**src/rtl/retire_pkg.sv**
```systemverilog
// Shared types and decode helpers for the retire stage.
package retire_pkg;

  typedef enum logic [3:0] {
    NOP, ADD, LB, LBU, LH, LHU, LW, SB, SH, SW, JAL, BEQ, MRET
  } iType_e;

  typedef enum logic [3:0] {
    EXC_INST_MISALIGNED  = 4'd0,
    EXC_ILLEGAL_INST     = 4'd2,
    EXC_LOAD_MISALIGNED  = 4'd4,
    EXC_STORE_MISALIGNED = 4'd6,
    EXC_ECALL_M          = 4'd11
  } exceptionCode_e;

  typedef enum logic {RUN, TRAP_WAIT} retireState_e;

  // Access size encodings shared by load and store decode
  localparam logic [1:0] LS_BYTE = 2'd0;
  localparam logic [1:0] LS_HALF = 2'd1;
  localparam logic [1:0] LS_WORD = 2'd2;

  function automatic logic is_load(iType_e op);
    return (op == LB) || (op == LBU) || (op == LH) || (op == LHU) || (op == LW);
  endfunction

  function automatic logic is_store(iType_e op);
    return (op == SB) || (op == SH) || (op == SW);
  endfunction

  function automatic logic [1:0] access_size(iType_e op);
    case (op)
      LB, LBU, SB: return LS_BYTE;
      LH, LHU, SH: return LS_HALF;
      default:     return LS_WORD;
    endcase
  endfunction

  // Only the signed loads replicate the top data bit
  function automatic logic load_signed(iType_e op);
    return (op == LB) || (op == LH);
  endfunction

  function automatic logic misaligned(logic [1:0] size, logic [1:0] addr);
    case (size)
      LS_HALF: return addr[0];
      LS_WORD: return |addr;
      default: return 1'b0;
    endcase
  endfunction

endpackage

```
**src/rtl/retire_load_aligner.sv**
```systemverilog
// Selects the addressed byte/halfword of a load and extends it to 32 bits.
module load_aligner
  import retire_pkg::*;
(
  input  logic [1:0]  address,
  input  iType_e      operation,
  input  logic [31:0] mem_data,
  output logic [31:0] data
);

  logic [7:0]  byte_sel;
  logic [15:0] half_sel;
  logic        sgn;

  // Lane select followed by sign/zero extension
  always_comb begin
    case (address)
      2'd0:    byte_sel = mem_data[7:0];
      2'd1:    byte_sel = mem_data[15:8];
      2'd2:    byte_sel = mem_data[23:16];
      default: byte_sel = mem_data[31:24];
    endcase
    half_sel = address[1] ? mem_data[31:16] : mem_data[15:0];
    sgn      = load_signed(operation);
    case (access_size(operation))
      LS_BYTE: data = {{24{sgn & byte_sel[7]}}, byte_sel};
      LS_HALF: data = {{16{sgn & half_sel[15]}}, half_sel};
      default: data = mem_data;
    endcase
  end

endmodule

```
**src/rtl/retire.sv**
```systemverilog
// Final pipeline stage: kills stale-tag instructions, writes back, issues
// stores, redirects on jumps/MRET and raises precise traps to the CSR bank.
module retire
  import retire_pkg::*;
#(
  parameter int TAG_W     = 3,
  parameter int INSTRET_W = 64
) (
  input  logic                 clk,
  input  logic                 reset_n,
  input  logic                 stall,
  input  logic [31:0]          instruction_i,
  input  logic [31:0]          pc_i,
  input  iType_e               instruction_operation_i,
  input  logic [1:0][31:0]     result_i,
  input  logic [TAG_W-1:0]     tag_i,
  input  logic                 jump_i,
  input  logic                 write_enable_i,
  input  logic [3:0]           mem_write_enable_i,
  input  logic [31:0]          mem_data_i,
  input  logic                 exc_ilegal_inst_i,
  input  logic                 exc_misaligned_fetch_i,
  input  logic                 trap_ack_i,
  input  logic [31:0]          mtvec_i,
  input  logic [31:0]          mepc_i,
  output logic                 regbank_we_o,
  output logic [4:0]           regbank_addr_o,
  output logic [31:0]          regbank_data_o,
  output logic [3:0]           mem_write_enable_o,
  output logic [31:0]          mem_address_o,
  output logic [31:0]          mem_data_o,
  output logic                 jump_o,
  output logic [31:0]          jump_target_o,
  output logic [TAG_W-1:0]     current_tag_o,
  output logic                 trap_req_o,
  output exceptionCode_e       trap_cause_o,
  output logic [31:0]          trap_pc_o,
  output logic [31:0]          trap_value_o,
  output logic [INSTRET_W-1:0] instret_o
);

  retireState_e   state;
  logic           ack_seen;
  logic           valid, exc_raw, fire, retire_ok, trap_now, redirect;
  logic           mis_load, mis_store, mis_jump;
  exceptionCode_e exc_cause;
  logic [31:0]    exc_value, load_value, wb_data, redirect_target;
  logic [4:0]     rd;

  assign rd = instruction_i[11:7];

  load_aligner u_load_aligner (
    .address   (result_i[1][1:0]),
    .operation (instruction_operation_i),
    .mem_data  (mem_data_i),
    .data      (load_value)
  );

  // Validity, exception priority and same-cycle store drive
  always_comb begin
    valid     = (tag_i == current_tag_o) && (state == RUN) &&
                (instruction_operation_i != NOP);
    mis_load  = is_load(instruction_operation_i) &&
                misaligned(access_size(instruction_operation_i), result_i[1][1:0]);
    mis_store = is_store(instruction_operation_i) &&
                misaligned(access_size(instruction_operation_i), result_i[1][1:0]);
    mis_jump  = jump_i && (result_i[1][1:0] != 2'b00);

    exc_raw   = 1'b1;
    exc_cause = EXC_INST_MISALIGNED;
    exc_value = '0;
    if (exc_misaligned_fetch_i) begin
      exc_value = pc_i;
    end else if (exc_ilegal_inst_i) begin
      exc_cause = EXC_ILLEGAL_INST;
      exc_value = instruction_i;
    end else if (mis_load) begin
      exc_cause = EXC_LOAD_MISALIGNED;
      exc_value = result_i[1];
    end else if (mis_store) begin
      exc_cause = EXC_STORE_MISALIGNED;
      exc_value = result_i[1];
    end else if (mis_jump) begin
      exc_value = result_i[1];
    end else begin
      exc_raw = 1'b0;
    end

    fire      = valid && !stall;
    retire_ok = fire && !exc_raw;
    trap_now  = fire && exc_raw;
    redirect  = retire_ok && (jump_i || (instruction_operation_i == MRET));
    redirect_target = (instruction_operation_i == MRET) ? mepc_i : result_i[1];
    wb_data   = is_load(instruction_operation_i) ? load_value : result_i[0];

    mem_write_enable_o = retire_ok ? mem_write_enable_i : 4'b0000;
    mem_address_o      = (valid && !exc_raw) ? result_i[1] : 32'h0;
    mem_data_o         = (valid && !exc_raw) ? result_i[0] : 32'h0;
  end

  // Trap FSM plus all registered outputs (writeback, redirect, tag, instret)
  always_ff @(posedge clk or negedge reset_n) begin
    if (!reset_n) begin
      state          <= RUN;
      ack_seen       <= 1'b0;
      regbank_we_o   <= 1'b0;
      regbank_addr_o <= '0;
      regbank_data_o <= '0;
      jump_o         <= 1'b0;
      jump_target_o  <= '0;
      current_tag_o  <= '0;
      trap_req_o     <= 1'b0;
      trap_cause_o   <= EXC_INST_MISALIGNED;
      trap_pc_o      <= '0;
      trap_value_o   <= '0;
      instret_o      <= '0;
    end else if (stall) begin
      // Hold everything, but remember an acknowledge seen while held
      if (state == TRAP_WAIT && trap_ack_i) begin
        ack_seen <= 1'b1;
      end
    end else begin
      regbank_we_o <= 1'b0;
      jump_o       <= 1'b0;
      case (state)
        RUN: begin
          if (trap_now) begin
            state        <= TRAP_WAIT;
            ack_seen     <= 1'b0;
            trap_req_o   <= 1'b1;
            trap_cause_o <= exc_cause;
            trap_pc_o    <= pc_i;
            trap_value_o <= exc_value;
          end else if (retire_ok) begin
            instret_o <= instret_o + INSTRET_W'(1);
            if (write_enable_i && rd != 5'd0) begin
              regbank_we_o   <= 1'b1;
              regbank_addr_o <= rd;
              regbank_data_o <= wb_data;
            end
            if (redirect) begin
              jump_o        <= 1'b1;
              jump_target_o <= redirect_target;
              current_tag_o <= current_tag_o + TAG_W'(1);
            end
          end
        end
        TRAP_WAIT: begin
          if (trap_ack_i || ack_seen) begin
            state         <= RUN;
            ack_seen      <= 1'b0;
            trap_req_o    <= 1'b0;
            jump_o        <= 1'b1;
            jump_target_o <= mtvec_i;
            current_tag_o <= current_tag_o + TAG_W'(1);
          end
        end
      endcase
    end
  end

endmodule

```
**config.mk**
```make
export PLATFORM = sky130hd
export DESIGN_NAME = retire
export DESIGN_NICKNAME = d
export VERILOG_FILES = /design/src/rtl/retire_pkg.sv /design/src/rtl/retire_load_aligner.sv /design/src/rtl/retire.sv
export SDC_FILE = /design/constraint.sdc
export NUM_CORES = 1
export LEC_CHECK = 0
export CAP_MARGIN = 20
export CORE_MARGIN = 5
export CORE_UTILIZATION = 23
export DETAILED_ROUTE_END_ITERATION = 8
export HOLD_SLACK_MARGIN = 0.03
export SYNTH_ARGS = -nofsm -noshare
export SYNTH_HDL_FRONTEND = slang
export SYNTH_SLANG_ARGS = --single-unit
```
**constraint.sdc**
```tcl
create_clock -name clk -period 6.9 [get_ports clk]
set_input_delay 1.035 -clock clk [delete_from_list [all_inputs] [get_ports clk]]
set_output_delay 1.035 -clock clk [all_outputs]
set_load 0.01 [all_outputs]
```
# == After elaboration in Yosys (flattened, before gate mapping) ==
# Index checks and enable logic that the tools add are counted.
# Widths: inputs -> output; s select.
# word_totals
ff_bits,209
input_bits,243
output_inout_bits,275
word_cells,132
# classes
n_addsub,2
eq_ne,22
n_mux,53
n_bitwise,5
reduce_logical,37
# op_table
op,n
$mux 32,13
$pmux 32 s2,2
$add 64x1->64 const B,1
$mux 3,8
$pmux 8 s3,1
$mux 1,20
$eq 4x3->1 const B,4
$mux 16,1
$eq 4x4->1 const B,3
$logic_and 1x1->1,12
$pmux 1 s2,5
$reduce_and 5->1,2
$logic_or 1x1->1,9
$reduce_and 3->1,3
$eq 4x2->1 const B,2
$ne 2x2->1 const B,4
$pmux 3 s2,1
$reduce_or 3->1,2
$reduce_bool 5->1,1
$eq 2x1->1 const B,2
$eq 2x2->1 const B,2
$logic_not 2->1,2
$mux 4,1
$ne 2x1->1 const B,2
12 further kinds,16

# == Depth between registers and ports, before layout ==
# logic_depth
word_depth,17
mapped_depth,9
mapped_depth_nobuf,6

# == Modules after synthesis ==
# Synthesis repeated with hierarchy kept, for this count alone.
# hier_totals
cells_unflattened,1206
hier_area_um2,11387.2
# by_module_without_submodules
module,instances,cells_each,area_per_inst_um2,seq_area_each_um2
retire,1,1097,10617.7,5180.0
load_aligner,1,109,769.5,0.0

# == Worst setup path after synthesis ==
# Ideal clock, no wire load.
# synth_path
path_kind,input port to output port
start,input port instruction_operation_i[1]
end,output port mem_address_o[10]
t_arrival_ns,2.489
required_time_ns,5.865
slack_ns,3.376
stages,7
path_buffers,2
cell_sequence,buf_2 -> and4bb_2 -> o21ai_2 -> nand3_4 -> nor2_1 -> clkbuf_1 -> and2_1
# synth_via
elab_chain_cells,13
elab_cells_between_ends,31
classes_between,eq/ne: 10; mux: 7; reduce/logical: 14
# synth_rtl
item,line,text
"start, declared",retire.sv:14,"input iType_e instruction_operation_i,"
"$eq 4x3->1, or another cell as far along","retire_pkg.sv:24, retire_pkg.sv:32",
$reduce_or 3->1,retire_pkg.sv:32,case (op)
$pmux 2 s2,retire_pkg.sv:32,
$eq 2x2->1 or $eq 2x1->1 (tied branches),retire_pkg.sv:45,case (size)
$pmux 1 s2,retire_pkg.sv:45,
$logic_and 1x1->1,retire.sv:65,mis_store = is_store(instruction_operation_i) &&
$mux 1,retire.sv:80,end else if (mis_store) begin
$mux 1,retire.sv:77,end else if (mis_load) begin
$mux 1,retire.sv:74,end else if (exc_ilegal_inst_i) begin
$mux 1,retire.sv:72,if (exc_misaligned_fetch_i) begin
$logic_not 1->1,retire.sv:97,mem_address_o = (valid && !exc_raw) ? result_i[1] : 32'h0;
$logic_and 1x1->1 *,retire.sv:97,
$mux 32 *,retire.sv:97,
"end, declared",retire.sv:30,"output logic [31:0] mem_address_o,"
# Mark *: on every way between the ends. The rest lies on a longest branch, timed or not.

# == Worst setup path after layout ==
# layout_path
start,input port instruction_operation_i[1]
end,output port mem_address_o[14]
# The elaborated chain is that of the path after synthesis.

==> run summary <==
The flow ran to the end, and the final reports show no timing, DRC or antenna violations. The measured slew at the worst slew-check pin came out at 995 ps. Among all stages on the critical path, the largest delay is contributed by sky130_fd_sc_hd__clkdlybuf4s50_1. Measured along the y axis, the die boundary spans 238 um. During I/O placement, the number of pins put on the boundary was 518. Setup repair after global routing left no endpoint under its margin.

End-of-flow core utilization: 36.2%. Counting flops with a built-in enable in the synthesized netlist gives 0. The initial antenna violation count is 1, and the unique cell type count in the Yosys netlist is 68. For the finished layout, the period the worst path requires is 5720 ps. The HPWL after detailed placement is 39.7 mm, and the adder-cell share of the synthesized area is 0.210%.

Using the TritonRoute via totals, the vias-per-cell ratio works out to 4.77. After floorplanning, the core was divided into 83 placement rows. The total overflow left after global routing is 0. The logs give 52.2 mm for the total routed wirelength and 11,900 sq um for the post-synthesis cell area. The via count is 11,300, and the instance area at placement is 17,700 sq um. The core region is 51,300 sq um. Counting along the longest clock path gives a buffer depth of 3. The number of clock buffers added by TritonCTS is 26.

Among cell families on the critical path, the largest total delay comes from buffers and inverters. The tree is rooted in a sky130_fd_sc_hd__clkbuf_16. The number of hold buffers added after CTS was 0.

The min-delay analysis places its worst path in the category in2async. The run gives 4690 ps as the worst path arrival time. The final cell count without fillers came out at 2,365.

The worst setup path is captured at an output pin. For the remaining routing DRC violations, the log shows 0. The number of optimization iterations in the first detailed-route pass was 5. The fraction of final layout cells sized beyond drive strength 1 was 10.5%; the maximum net fanout on the critical path was 37.

Across the run, the number of max-cap violations was 0. The average wire per cell in the routed design came out at 22.1 um. Measured against its own limit, the worst slew margin works out to 33.6%.

For this configuration, the core starts out at a cell density of 23.2%. The peak ir drop on the vdd network was 0.139 mV. Count of port buffers added during placement: 515. The analysis attributes to cell leakage a power of 7.50 nW. Power spread over the standard cell area amounts to 276 nW/um^2. The clock net in this run drives a total of 207 sinks. The number of nets at the end of the flow is 1,910, and the count of pins over their slew limit is 0.

For the setup-violating endpoint count in the final report, the log shows 0. After synthesis, the share of flip-flops with an asynchronous set or reset is 100%. The critical path goes through clkdlybuf4s50_1 -> and4bb_2 -> o21ai_2 -> nand3_4 -> nor2_4 -> buf_4 -> and2_1 -> clkdlybuf4s50_1. The total track usage was 17.5%; the area fraction in compound gates after synthesis was 13.3%. After detailed placement, the design holds a cell count of 2,317.

The number of levels the H-tree was split into is 1, and the final sum of negative setup slack is 0 ps. Synthesis handed over a netlist of 1,190 instances. The finished cells cover 18,600 sq um. TritonCTS built the clock tree.

Fraction of the yosys area taken by sequential cells: 43.5%. Kind of critical path: in2out. Clock transition time at the flip-flop clock pins of the worst setup and hold paths: 50 ps. The stage delay of the slowest cell on the critical path was 770 ps.

The layout has 5,207 filler cells. The final weighted congestion of routability-driven global placement was 0.866. The run gives 10.2 ps as the final worst clock skew. Entering global routing, the biggest net connects 131 pins. Of the total synthesized cell area, the portion taken by AND, OR, NAND and NOR gates is 21.6%. For the worst setup path, the data required time is 5860 ps. The synthesis-to-finish area growth was 56.2%.

Counting stages on the worst path, the most repeated cell is sky130_fd_sc_hd__clkdlybuf4s50_1. Dominant combinational cell family by area after synthesis: simple AND/OR/NAND/NOR gates. The detailed router finished its first iteration with 695 violations. The die covers 56,400 sq um. For this run, the leading register cell type out of synthesis is sky130_fd_sc_hd__dfrtp_1.

Summing the areas of all xor and xnor instances in the mapped netlist gives 5.00% of the synthesized area. The clock reaches the later pin of the worst-skew pair after 550 ps. First-pass GRT wire length: 76.7 mm. Based on the critical path, the design can be clocked at up to 175 MHz. Number of post-CTS setup repair buffers: 0. Nature of the critical path startpoint: an input port. The antenna violation net count after detailed routing was 0; the number of storage elements in the synthesis netlist was 207. A synthesized cell averages 10.0 sq um. The final critical path takes up 82.9% of the cycle. The mux contribution to synthesized area is 12.3%.

Once the clock tree was built, the resizer swapped 0 gates to a different size. The floorplan step set the die width to 238 um. The tools report the number of global-route vias before repair as 11,600. The critical path contains buffers and inverters numbering 3 combined.

The logs give 0 for the yosys synthesis warning count and 0 for the final hold violation count.
## area by class of cell
class / instances / area [sq um] / area share, %
multi-input combinational: 881 / 6300 / 33.9
tap: 680 / 851 / 4.58
inverter: 13 / 48.8 / 0.262
timing repair buffer: 536 / 5320 / 28.6
sequential: 207 / 5180 / 27.9
clock inverter: 9 / 148 / 0.794
clock buffer: 37 / 743 / 4.00
antenna: 2 / 5.00 / 0.0269
## cell usage in the layout, fill, tap and decap left out, types with 38 or more instances in the layout
cell type	count
sky130_fd_sc_hd__a221oi_1	38
sky130_fd_sc_hd__nor2_1	53
sky130_fd_sc_hd__o31ai_1	40
sky130_fd_sc_hd__xor2_1	63
sky130_fd_sc_hd__nor2b_1	65
sky130_fd_sc_hd__nand2_1	82
sky130_fd_sc_hd__clkdlybuf4s50_1	512
sky130_fd_sc_hd__and2_1	68
sky130_fd_sc_hd__mux2i_1	40
sky130_fd_sc_hd__o21ai_0	78
sky130_fd_sc_hd__dfrtp_1	206
sky130_fd_sc_hd__mux2_2	67
## final timing paths
path                                         startpoint                             end  slack [ps]  cells past startpoint
max                          instruction_operation_i[1]               mem_address_o[14]        1180                      8
min                                             reset_n       trap_pc_o[18]$_DFFE_PN0P_         470                      1
max reg2reg                current_tag_o[0]$_DFFE_PN0P_    jump_target_o[7]$_DFFE_PN0P_        3810                      7
min reg2reg                   instret_o[63]$_DFFE_PN0P_       instret_o[63]$_DFFE_PN0P_         480                      1
max in group asynchronous                       reset_n  regbank_data_o[20]$_DFFE_PN0P_        5250                      2
min in group clk              instret_o[63]$_DFFE_PN0P_       instret_o[63]$_DFFE_PN0P_         480                      1
## metal layers
metal  up-vias  share of wire (%)  GRT usage [%]
met4         2                2.6           4.74
li1       5278                  -              -
met2       414                 47           28.3
met3        77                6.4           4.08
met5         -              0.025              0
met1      5515                 44           23.6
## worst reg2reg max path: cells and delay by family (launching register included)
| family | cells | cell delay (ps) |
|---|---|---|
| compound gates | 1 | 440 |
| mux | 1 | 440 |
| flops | 1 | 420 |
| buf+inv | 2 | 890 |
| xor+xnor | 1 | 230 |
| simple gates | 2 | 550 |
## logic make-up (layout without fill, tap and decap cells)
logic type | after synthesis | count (layout)
mux | 135 | 135
compound gates | 237 | 237
buf+inv | 103 | 595
xor+xnor | 68 | 68
fa+ha+maj | 2 | 2
flops | 207 | 207
other cells | 1 | 4
simple gates | 437 | 437
## synthesized netlist by cell type, types with 4 or more instances
cell type / number / share of area, %
sky130_fd_sc_hd__and3_1: 4 / 0.21
sky130_fd_sc_hd__o21ai_1: 10 / 0.42
sky130_fd_sc_hd__a21oi_1: 23 / 0.97
sky130_fd_sc_hd__mux2i_1: 40 / 3.4
sky130_fd_sc_hd__nor3_2: 11 / 0.92
sky130_fd_sc_hd__nor2_1: 55 / 1.7
sky130_fd_sc_hd__nor2b_1: 65 / 3.4
sky130_fd_sc_hd__buf_2: 27 / 1.1
sky130_fd_sc_hd__o21ai_0: 78 / 3.3
sky130_fd_sc_hd__nand2b_1: 5 / 0.26
sky130_fd_sc_hd__a31oi_1: 9 / 0.47
sky130_fd_sc_hd__xor2_1: 63 / 4.6
sky130_fd_sc_hd__inv_1: 13 / 0.41
sky130_fd_sc_hd__nor4_2: 11 / 1.2
sky130_fd_sc_hd__and2_1: 68 / 3.6
sky130_fd_sc_hd__dfrtp_1: 207 / 44
sky130_fd_sc_hd__xnor2_1: 5 / 0.37
sky130_fd_sc_hd__mux2_2: 67 / 6.3
sky130_fd_sc_hd__or4_1: 9 / 0.57
sky130_fd_sc_hd__nand2_1: 83 / 2.6
sky130_fd_sc_hd__nor4_1: 25 / 1.3
sky130_fd_sc_hd__a221oi_1: 38 / 2.8
sky130_fd_sc_hd__buf_6: 7 / 0.66
sky130_fd_sc_hd__nor3_1: 28 / 1.2
sky130_fd_sc_hd__o31ai_1: 40 / 2.5
sky130_fd_sc_hd__nand4_1: 15 / 0.79
sky130_fd_sc_hd__o211ai_1: 19 / 1.2
sky130_fd_sc_hd__mux2_1: 28 / 2.6
sky130_fd_sc_hd__clkbuf_1: 53 / 1.7
sky130_fd_sc_hd__nand3_1: 35 / 1.5
## state kept, by name, summed over array words and instances (netlist names)
register        flops
trap_pc_o          32
regbank_we_o        1
jump_target_o      32
state               1
instret_o          64
ack_seen            1
trap_value_o       32
regbank_addr_o      5
current_tag_o       3
regbank_data_o     32
trap_req_o          1
trap_cause_o        2
jump_o              1
## stage by stage
stage | power, mW | worst slack (ps) | hold slack [ps]
floorplan | 2.52 | 3380 | 504
global placement | 3.70 | 1250 | 464
detailed placement | 3.72 | 1110 | 472
CTS | 5.21 | 1100 | 464
global route | 5.41 | 925 | 490
finish | 5.13 | 1180 | 471
## report_power, final
part	internal, mW	switching, mW	total [mW]
sequential	1.56	0.195	1.76
clock	0.893	0.555	1.45
combinational	1.04	0.889	1.93
(Power assumes the default switching activity.)
